--- config.mk ---
export PLATFORM = sky130hd
export DESIGN_NAME = tlb_walker
export DESIGN_NICKNAME = d
export VERILOG_FILES = /design/src/rtl/tlb_walker.sv
export SDC_FILE = /design/constraint.sdc
export NUM_CORES = 1
export LEC_CHECK = 0
export ABC_AREA = 1
export BUFFER_PORTS_ARGS = -buffer_cell sky130_fd_sc_hd__clkbuf_2
export CAP_MARGIN = 20
export CORE_MARGIN = 4
export CORE_UTILIZATION = 41
export CTS_BUF_LIST = sky130_fd_sc_hd__clkbuf_4 sky130_fd_sc_hd__clkbuf_8
export DETAILED_ROUTE_END_ITERATION = 16
export HOLD_SLACK_MARGIN = 0.02
export PLACE_DENSITY = 0.81
export SLEW_MARGIN = 20
export SYNTH_ARGS = -nofsm -noshare
export SYNTH_HDL_FRONTEND = slang
export SYNTH_SLANG_ARGS = --single-unit
export TNS_END_PERCENT = 100
--- constraint.sdc ---
create_clock -name clk -period 2.1 [get_ports clk]
set_clock_uncertainty 0.15 [all_clocks]
set_input_delay 0.42 -clock clk [delete_from_list [all_inputs] [get_ports clk]]
set_output_delay 0.42 -clock clk [all_outputs]
set_load 0.05 [all_outputs]
--- src/rtl/tlb_walker.sv ---
// Hardware page-table walker for Sv32/Sv39/Sv48.
// It takes a TLB miss and issues one PTE read per level, then either
// fills the TLB with the leaf PTE or raises a one-cycle page fault.
// A flush aborts the walk. If a read is still outstanding, the walker
// drains it before returning to idle.
module tlb_walker #(
  parameter int XLEN    = 64,
  parameter int PA_BITS = 56
) (
  input  logic                                clk,
  input  logic                                reset,
  input  logic [3:0]                          SATP_MODE,
  input  logic [((XLEN == 32) ? 22 : 44)-1:0] SATP_PPN,
  input  logic [XLEN-1:0]                     VAdr,
  input  logic                                TLBMiss,
  input  logic                                TLBFlush,
  output logic                                MemReq,
  output logic [PA_BITS-1:0]                  MemAdr,
  input  logic                                MemReady,
  input  logic                                MemRspValid,
  input  logic [XLEN-1:0]                     MemRspData,
  output logic                                TLBWrite,
  output logic [XLEN-1:0]                     PTE,
  output logic [1:0]                          PageTypeWriteVal,
  output logic                                WalkerPageFault,
  output logic                                Busy
);

  localparam int PPN_W  = (XLEN == 32) ? 22 : 44;
  localparam int VPN_W  = (XLEN == 32) ? 10 : 9;
  localparam int OFF_W  = (XLEN == 32) ? 2 : 3;
  localparam int FULL_W = PPN_W + VPN_W + OFF_W;

  typedef enum logic [2:0] {
    S_IDLE, S_REQ, S_WAIT, S_FILL, S_FAULT, S_DRAIN
  } state_t;

  state_t             state;
  logic [1:0]         level;
  logic [PPN_W-1:0]   cur_ppn;
  logic [XLEN-1:0]    pte_q;
  logic [1:0]         page_type;

  logic               mode_valid;
  logic [1:0]         start_level;
  logic [VPN_W-1:0]   vpn;
  logic [XLEN+63:0]   va_ext;
  logic [FULL_W-1:0]  adr_full;
  logic [FULL_W+PA_BITS-1:0] adr_ext;
  logic               pte_bad;
  logic               pte_leaf;
  logic [PPN_W-1:0]   next_ppn;
  logic               unused_bits;

  // Translation mode decode: starting level of the walk, or bare.
  always_comb begin
    mode_valid  = 1'b1;
    start_level = 2'd0;
    case (SATP_MODE)
      4'd1:    start_level = 2'd1;
      4'd8:    start_level = 2'd2;
      4'd9:    start_level = 2'd3;
      default: mode_valid  = 1'b0;
    endcase
  end

  // The extension keeps the upper-level slices in range for Sv32 builds.
  // Those slices are never selected there.
  assign va_ext = {64'd0, VAdr};

  // Select the VPN segment that indexes the current table level.
  always_comb begin
    vpn = va_ext[12 +: VPN_W];
    case (level)
      2'd0:    vpn = va_ext[12 +: VPN_W];
      2'd1:    vpn = va_ext[12 + VPN_W +: VPN_W];
      2'd2:    vpn = va_ext[12 + 2*VPN_W +: VPN_W];
      default: vpn = va_ext[12 + 3*VPN_W +: VPN_W];
    endcase
  end

  // Build the PTE address from the table PPN and the VPN segment.
  // The PTE size sets the byte-offset width.
  // The extension adapts the result to any PA_BITS.
  assign adr_full = {cur_ppn, vpn, {OFF_W{1'b0}}};
  assign adr_ext  = {{PA_BITS{1'b0}}, adr_full};
  assign MemAdr   = adr_ext[PA_BITS-1:0];

  // A write-only PTE is reserved. Superpage alignment and A/D bits are
  // left to the TLB.
  assign pte_bad  = !MemRspData[0] || (!MemRspData[1] && MemRspData[2]);
  assign pte_leaf = MemRspData[1] || MemRspData[3];
  assign next_ppn = MemRspData[10 +: PPN_W];

  assign unused_bits = ^{va_ext, adr_ext};

  // All outputs decode the registered state.
  assign MemReq           = (state == S_REQ);
  assign TLBWrite         = (state == S_FILL);
  assign WalkerPageFault  = (state == S_FAULT);
  assign Busy             = (state != S_IDLE);
  assign PTE              = pte_q;
  assign PageTypeWriteVal = page_type;

  // Walk state machine: one read outstanding at most, flush aborts or drains.
  always_ff @(posedge clk) begin
    if (reset) begin
      state     <= S_IDLE;
      level     <= 2'd0;
      cur_ppn   <= '0;
      pte_q     <= '0;
      page_type <= 2'd0;
    end else begin
      case (state)
        S_IDLE: begin
          if (TLBMiss && !TLBFlush && mode_valid) begin
            state   <= S_REQ;
            level   <= start_level;
            cur_ppn <= SATP_PPN;
          end
        end
        S_REQ: begin
          if (TLBFlush)      state <= MemReady ? S_DRAIN : S_IDLE;
          else if (MemReady) state <= S_WAIT;
        end
        S_WAIT: begin
          if (MemRspValid) begin
            if (TLBFlush)          state <= S_IDLE;
            else if (pte_bad)      state <= S_FAULT;
            else if (pte_leaf) begin
              pte_q     <= MemRspData;
              page_type <= level;
              state     <= S_FILL;
            end
            else if (level == 2'd0) state <= S_FAULT;
            else begin
              cur_ppn <= next_ppn;
              level   <= level - 2'd1;
              state   <= S_REQ;
            end
          end else if (TLBFlush) begin
            state <= S_DRAIN;
          end
        end
        S_FILL:  state <= S_IDLE;
        S_FAULT: state <= S_IDLE;
        S_DRAIN: if (MemRspValid) state <= S_IDLE;
        default: state <= S_IDLE;
      endcase
    end
  end

endmodule

==> flow_summary.ini, run 1 <==
[setup_path]
slowest_delay_ps = 360
critPathKind = reg2out
path_cells = inv_4, ha_4, buf_6, a22o_1, a21oi_2, o21ai_2, buf_12
path_max_fanout = 4
arrival_ps = 1730
start_kind = register
slowest_stage = dfxtp_4
rr_worst_depth = 10
crit_buf_inv = 3
cp.depth = 7
end_kind = output pin
path_delay_family = compound AO/OA/AOI/OAI gates
worstPathRequired_ps = 1530

[cts]
cts_root_buf = clkbuf_8
cts_made_buffers = 17
cts.htree.levels = 4
numClockSinks = 115
cts_tree = done
cts_buffer_depth = 2
insertion_delay_ps = 420
clk_pin_slew_ps = 70

[detailed_routing]
ant_nets = 0
wl_per_cell_microns = 13.9
viasPerCell = 4.80
vias = 5993
drcViolationCount = 0
firstDrtPassIters = 5
routed_wirelength_mm = 17.3
dr.first_iter.drc_count = 398

[floorplanning]
initial_utilization_pct = 42.5
rows = 41
die_x_microns = 123
core_area_sq_um = 12800
fp.dieH_microns = 123
io_pins = 308
die_area_sq_um = 15200

[synthesis]
synth_top_area_share_pct = 42.3
syn_area_per_cell_sq_um = 6.81
yosysWarnings = 0
synth_top_cells_by_area = dfxtp_1 (42%), nor2_1 (16%), nand2_1 (14%), nand3b_1 (6.5%), o21ai_0 (5.8%)
synthCells = 800
synth_edf_count = 0
yosysMostFrequentCell = nor2_1
ys_types = 27
yosysTopAreaCell = dfxtp_1
ys_seq_area_share_pct = 42.3
synthArstFlopShare_pct = 0
synth_seq_cells = 115
ys.flop_type = dfxtp_1
syn_area_sq_um = 5450
synthTopCellsByCount = nor2_1 (234), nand2_1 (208), dfxtp_1 (115), o21ai_0 (63), nand3b_1 (47)

[pwr]
p_leak_nw = 3.78
ir_drop_mv = 0.830
power_per_cell_area_nw_per_um2 = 1140

[global_routing]
busiest_layer = met2
grt.met1_usage_pct = 25.5
antenna_found_initial = 0
grt-ovfl-total = 0
global_route.usage.met2_pct = 40.2
gr-usage-met3_pct = 6.72
grt_use_total_pct = 22.5
grt_max_degree = 73
grt_pass1_wl_mm = 26.9
grt_pass1_vias = 5607

[timing]
hold_viol_final = 0
rsz0062_at_grt = yes
post-route-period-util_pct = 109
drv_slew = 0
worst_slack_ps = -199
setup_viol = 9
max_freq_ghz = 0.435
fin_crit_ps = 2300

[cells_and_area]
area_delta_synth_final_pct = 39.2
finish.utilization_pct = 59.1
post_route_cells_drive_above_1_share_pct = 34.6
diodes = 0
nets = 1249

[outcome]
outcome = finished, violations left
violations = negative setup slack

[job]
maxCapViolCount = 0

[worst_hold_path]
min_path_type = in2reg
holdPathStages = 2

[placed_design]
hpwl_mm = 12.6
io_buffers = 276
dp_slack_ps = 73.2
globalplace.congestion = 0.868
==> power breakdown <==
part           switching, mW  internal, mW
logic                   2.68          1.27
clock network          0.874          1.14
registers              0.167          2.49
==> cell usage in the layout, fill, tap and decap left out, types with 8 or more instances in the layout <==
master,synthesis,final
dfxtp_1,115,112
o21ai_2,0,8
o21ai_1,12,13
buf_12,0,9
nand3b_1,47,47
a21oi_2,0,9
nor2_1,234,234
inv_1,14,11
o21ai_0,63,54
clkbuf_8,0,20
clkbuf_2,0,264
buf_4,14,16
a22o_1,9,9
nand2_1,208,207
==> layout make-up <==
class	count	area, sq um
flip-flops and latches	115	2310
fillers	1247	5250
repair buffers	300	1760
clock inverters	10	108
clock buffers	22	284
well taps	172	215
inverters	18	72.6
multi-input cells	611	2830
==> stage by stage <==
| step | area, sq um | hold slack, ps | total power, mW | std cells | setup TNS [ps] |
|---|---|---|---|---|---|
| floorplan | 5480 | 339 | 5.36 | 802 | -780 |
| global placement | 6980 | 309 | 6.27 | 1213 | 0 |
| detailed placement | 6980 | 320 | 6.32 | 1213 | 0 |
| CTS | 7560 | 65.0 | 8.63 | 1248 | -1550 |
| global route | 7580 | 68.0 | 9.12 | 1248 | -1930 |
| finish | 7580 | 90.5 | 8.62 | 1248 | -1330 |
==> cell families (layout without fill, tap and decap cells) <==
kind of cell	count (synthesis)	count (layout)	share of synthesized area (%)
and+or+nand+nor	506	506	38.9
adders and majority gates	4	4	0.919
DFF	115	115	42.3
AOI/OAI and AO/OA	98	98	9.72
other	1	3	0.0689
buffers and inverters	76	350	8.07
==> flip-flops by register name, summed over array words and instances, names as in the netlist <==
signal / count
PTE: 64
cur_ppn: 44
state: 3
PageTypeWriteVal: 2
level: 2
==> what timing repair did <==
item / 4_1_cts / 5_1_grt
hold buffers: 0 / 0
endpoints found under the setup margin: 10 / 13
hold endpoints to repair: 0 / 0
setup buffers: 3 / 0
gates cloned: 0 / 0
pin swaps: 2 / 0
gates resized for setup: 39 / 14
==> layer usage <==
metal  wire length [microns]  vias to the layer above
met2                    8600                      253
met5                       0                        -
li1                        -                     3045
met1                    6760                     2673
met3                    1680                       22
met4                     277                        0
==> worst reg2reg max path: cells and delay by family, from the launching register on <==
| kind | cells | cell delay [ps] |
|---|---|---|
| flops | 1 | 370 |
| fa+ha+maj | 1 | 180 |
| simple gates | 6 | 720 |
| buf+inv | 3 | 360 |
==> path summary, 6_finish.rpt <==
| kind | end | slack [ps] | start |
|---|---|---|---|
| setup / recovery | MemAdr[11] | -200 | level[1] |
| hold / removal | state[0] | 90 | reset |
| setup reg to reg | cur_ppn[31] | 260 | level[0] |
| hold reg to reg | cur_ppn[1] | 330 | cur_ppn[1] |
No activity file was read; power rests on OpenSTA's default activity.
==> run 2: changes to the inputs <==
==> constraint.sdc (replaced) <==
create_clock -name clk -period 2.84 [get_ports clk]
set_clock_uncertainty 0.15 [all_clocks]
set_input_delay 0.568 -clock clk [delete_from_list [all_inputs] [get_ports clk]]
set_output_delay 0.568 -clock clk [all_outputs]
set_load 0.05 [all_outputs]
==> run 2 against run 1 <==
  * Sequential power down 26%
  * Cell area down 5.2%
  * Largest power group unchanged
  * Worst setup slack better by 380 ps
  * Combinational power is 37% lower
  * Largest cell class unchanged
  * The run now ends clean
  * Worst hold slack improved by 120 ps
  * First-iteration DRC count down 24%
  * Wire length shrank 1.1%
  * Die area did not move
==> flow_summary.ini, run 2 (same netlist as run 1, synthesis figures left out) <==
[cts]
hold_buffers = 0
post_cts_buffers = 0
cts_tree = done
clk_pin_slew_ps = 70
cts_root_buf = clkbuf_8
cts_buffer_depth = 2
cts.htree.levels = 4
post_cts_resize_count = 0
numClockSinks = 115
insertion_delay_ps = 440
cts_made_buffers = 17

[cells_and_area]
regArea_sq_um = 2300
nets = 1239
most-common-layout-cells = clkbuf_2 (276), nor2_1 (234), nand2_1 (207)
largest_reg_flops = 64
fill_cells = 1280
post_route_cells_drive_above_1_share_pct = 31.8
multi_input_area_sq_um = 2720
area_delta_synth_final_pct = 31.9
fin_cells = 1238
diodes = 0
final_common_cell = clkbuf_2

[floorplanning]
io_pins = 308
fp.dieH_microns = 123
rows = 41
initial_utilization_pct = 42.5
die_area_sq_um = 15200
die_x_microns = 123
core_area_sq_um = 12800

[setup_path]
slowest_stage = dfxtp_1
path_cells = inv_1, ha_2, a22o_1, a21oi_1, o21ai_0, clkbuf_2
slowest_delay_ps = 350
start_kind = register
worstPathRequired_ps = 2120
r2r_slack_ps = 620
path_max_fanout = 9
end_kind = output pin
critPathKind = reg2out
arrival_ps = 1940

[global_routing]
grt_max_degree = 62
grt-ovfl-total = 0
grt_pass1_vias = 5488
grt_use_total_pct = 22.3
antenna_found_initial = 0
grt_pass1_wl_mm = 26.4

[detailed_routing]
firstDrtPassIters = 4
ant_nets = 0
routed_wirelength_mm = 17.1
viasPerCell = 4.78
dr.first_iter.drc_count = 301
vias = 5917
wl_per_cell_microns = 13.8
drcViolationCount = 0

[placed_design]
dp.cells = 1206
globalplace.congestion = 0.857
dp_slack_ps = 500
hpwl_mm = 12.6
io_buffers = 276

[timing]
rsz0062_at_grt = no
whs_ps = 211
setup_tns_ps = 0
post-route-period-util_pct = 93.8
setup_viol = 0
hold_viol_final = 0
drv_slew = 0
worst_slack_ps = 177
fin_crit_ps = 2660
worst-slew-pin-transition_ps = 560
slew_headroom_pct = 62.6
max_freq_ghz = 0.376

[job]
maxCapViolCount = 0

[pwr]
p_leak_nw = 3.63
combPwrFrac_pct = 41.9
p_int_mw = 3.30
power_per_cell_area_nw_per_um2 = 826
ir_drop_mv = 0.463
pwr-share-seq_pct = 33.1
power.switching_mw = 2.63
swShare_pct = 44.3
p_clk_share_pct = 25.1

[outcome]
outcome = completed

[worst_hold_path]
min_path_type = in2reg
[run 2: power by group through the flow]
stage	registers, mW	logic, mW	clock network (mW)
6_report	1.96	2.48	1.49
4_1_cts	1.96	2.50	1.53
3_3_place_gp	1.98	2.47	0
5_1_grt	1.98	2.70	1.59
3_5_place_dp	2.00	2.49	0
2_1_floorplan	2.70	1.24	0
[run 2: layout make-up]
class	instances	share of cell area (%)
multi-input cells	611	37.9
flip-flops and latches	115	32.0
repair buffers	290	20.7
clock buffers	21	3.85
well taps	172	3.00
clock inverters	11	1.53
inverters	18	0.975
[run 2: critical path, delay by kind of cell (launching register included)]
family / cells / cell delay, ps
buffers and inverters: 2 / 440
AO/OA/AOI/OAI: 3 / 410
flip-flops: 1 / 350
adder cells (fa/ha/maj): 1 / 290
[run 2: per-layer routing]
metal | track usage, % | routed length [microns]
met5 | 0 | 0
met4 | 9.83 | 351
met3 | 6.77 | 1630
met1 | 24.7 | 6690
met2 | 39.3 | 8450
[run 2: final timing paths]
| path | start | endpoint | cells after the start |
|---|---|---|---|
| worst max-delay path | level[0] | MemAdr[10] | 6 |
| worst max register to register | level[0] | cur_ppn[40] | 9 |
| worst min-delay path | reset | state[1] | 2 |
| worst min register to register | PTE[53] | PTE[53] | 2 |
[run 2: per-stage QoR]
step | util [%] | total power [mW] | area [sq um]
final | 56.0 | 5.93 | 7180
after floorplan | - | 3.93 | 5450
after detailed placement | 52.9 | 4.49 | 6790
after CTS | 55.9 | 5.98 | 7170
after global routing | 56.0 | 6.27 | 7180
after global placement | 52.9 | 4.45 | 6790
==> run 3: changes to the inputs <==
--- a/config.mk
+++ b/config.mk
@@ -8,12 +8,12 @@
 export ABC_AREA = 1
 export BUFFER_PORTS_ARGS = -buffer_cell sky130_fd_sc_hd__clkbuf_2
 export CAP_MARGIN = 20
-export CORE_MARGIN = 4
-export CORE_UTILIZATION = 41
+export CORE_AREA = 4 4 119 121
 export CTS_BUF_LIST = sky130_fd_sc_hd__clkbuf_4 sky130_fd_sc_hd__clkbuf_8
 export DETAILED_ROUTE_END_ITERATION = 16
+export DIE_AREA = 0 0 123 125
 export HOLD_SLACK_MARGIN = 0.02
-export PLACE_DENSITY = 0.81
+export PLACE_DENSITY = 0.82
 export SLEW_MARGIN = 20
 export SYNTH_ARGS = -nofsm -noshare
 export SYNTH_HDL_FRONTEND = slang
==> run 3 against run 2 <==
  * Sequential power is essentially flat
  * Core utilization shrank 0.21 points
  * Largest power group unchanged
  * Via count grew 0.25%
  * Final cell count grew 0.24%
  * Largest cell class unchanged
  * Sequential cell count is the same
  * Total power grew 6.9%
==> flow_summary.ini, run 3 (same netlist as run 1, synthesis figures left out) <==
[outcome]
outcome = completed

[timing]
setup_tns_ps = 0
drv_slew = 0
post-route-period-util_pct = 94.2
fin_crit_ps = 2670
worst-slew-pin-transition_ps = 825
max_freq_ghz = 0.374
hold_viol_final = 0
slew_headroom_pct = 44.9
setup_viol = 0
rsz0062_at_grt = no

[pwr]
pwr-share-seq_pct = 30.9
combPwrFrac_pct = 39.6
swShare_pct = 42.3
p_clk_share_pct = 29.4
power.switching_mw = 2.68
p_int_mw = 3.66
p_leak_nw = 3.67
power_per_cell_area_nw_per_um2 = 868
ir_drop_mv = 0.670

[cells_and_area]
most-common-layout-cells = clkbuf_2 (276), nor2_1 (234), nand2_1 (207)
stdcell_area_sq_um = 7300
largest_reg_flops = 64
final_common_cell = clkbuf_2
diodes = 0
nets = 1238
area_delta_synth_final_pct = 34.1
post_route_cells_drive_above_1_share_pct = 31.5

[detailed_routing]
routed_wirelength_mm = 17.6
vias = 5932
dr.first_iter.drc_count = 347
viasPerCell = 4.78
firstDrtPassIters = 6
wl_per_cell_microns = 14.2
ant_nets = 0
drcViolationCount = 0

[job]
maxCapViolCount = 0

[floorplanning]
core_area_sq_um = 13100
die_x_microns = 123
initial_utilization_pct = 41.6
rows = 42
io_pins = 308
die_area_sq_um = 15400
fp.dieH_microns = 125

[global_routing]
grt-ovfl-total = 0
grt_pass1_wl_mm = 26.8
grt_use_total_pct = 22.2
antenna_found_initial = 0
grt_max_degree = 55
grt_pass1_vias = 5390

[cts]
insertion_delay_ps = 420
cts_made_buffers = 17
cts_root_buf = clkbuf_8
cts.htree.levels = 4
clk_pin_slew_ps = 70
cts_tree = done
numClockSinks = 115
post_cts_buffers = 0
cts_buffer_depth = 2

[setup_path]
path_max_fanout = 9
start_kind = register
arrival_ps = 1960
critPathKind = reg2out
end_kind = output pin
worstPathRequired_ps = 2120

[placed_design]
hpwl_mm = 12.9
placed_area_sq_um = 6810
io_buffers = 276
globalplace.congestion = 0.796

[worst_hold_path]
min_path_type = in2reg
run 3: worst max-delay path, stage by stage, from the launching register on:
cell and delay, ps:
dfxtp_1 350, inv_1 110, ha_2 280, a22o_1 170, a21oi_1 40, o21ai_1 250, clkbuf_2 340
run 3: repair_timing:
item / 4_1_cts / 5_1_grt
pin swaps: 0 / 0
cloned: 0 / 0
gates resized for setup: 1 / 2
setup endpoints to repair: 1 / 4
hold buffers: 0 / 0
run 3: cell type report:
class | instances | area (sq um)
Fill cell | 1309 | 5780
Multi-Input combinational cell | 611 | 2730
Sequential cell | 115 | 2300
Timing Repair Buffer | 289 | 1490
Clock buffer | 19 | 262
Clock inverter | 13 | 230
Tap cell | 176 | 220
Inverter | 18 | 70.1
run 3: power by group through the flow:
| stage | Combinational (mW) | Clock, mW | Sequential [mW] |
|---|---|---|---|
| detailed placement | 2.52 | 0 | 2.00 |
| floorplan | 1.24 | 0 | 2.70 |
| global route | 2.72 | 1.97 | 1.99 |
| finish | 2.51 | 1.87 | 1.96 |
| global placement | 2.51 | 0 | 1.98 |
| CTS | 2.53 | 1.90 | 1.96 |
run 3: per-stage QoR:
stage	total power, mW	setup WS [ps]	util, %	std cells	hold WS [ps]
after floorplan	3.93	24.6	-	802	348
after global placement	4.49	404	52.0	1209	311
after detailed placement	4.52	372	52.0	1209	320
after CTS	6.40	14.5	55.8	1241	213
after global routing	6.68	46.8	55.8	1241	220
final	6.34	165	55.8	1241	248
run 3: worst paths after layout:
check,from,depth (start not counted),end,slack [ps]
hold / removal,reset,2,state[1],250
setup reg to reg,level[0],10,cur_ppn[17],620
setup / recovery,level[0],6,MemAdr[4],170
hold reg to reg,PTE[4],2,PTE[4],330
run 3: layer usage:
metal / vias up / track usage [%] / wire (microns)
li1: 3018 / - / -
met1: 2614 / 24.7 / 6950
met2: 270 / 39.9 / 8690
met3: 30 / 5.69 / 1570
met4: 0 / 8.79 / 423
met5: - / 0 / 0
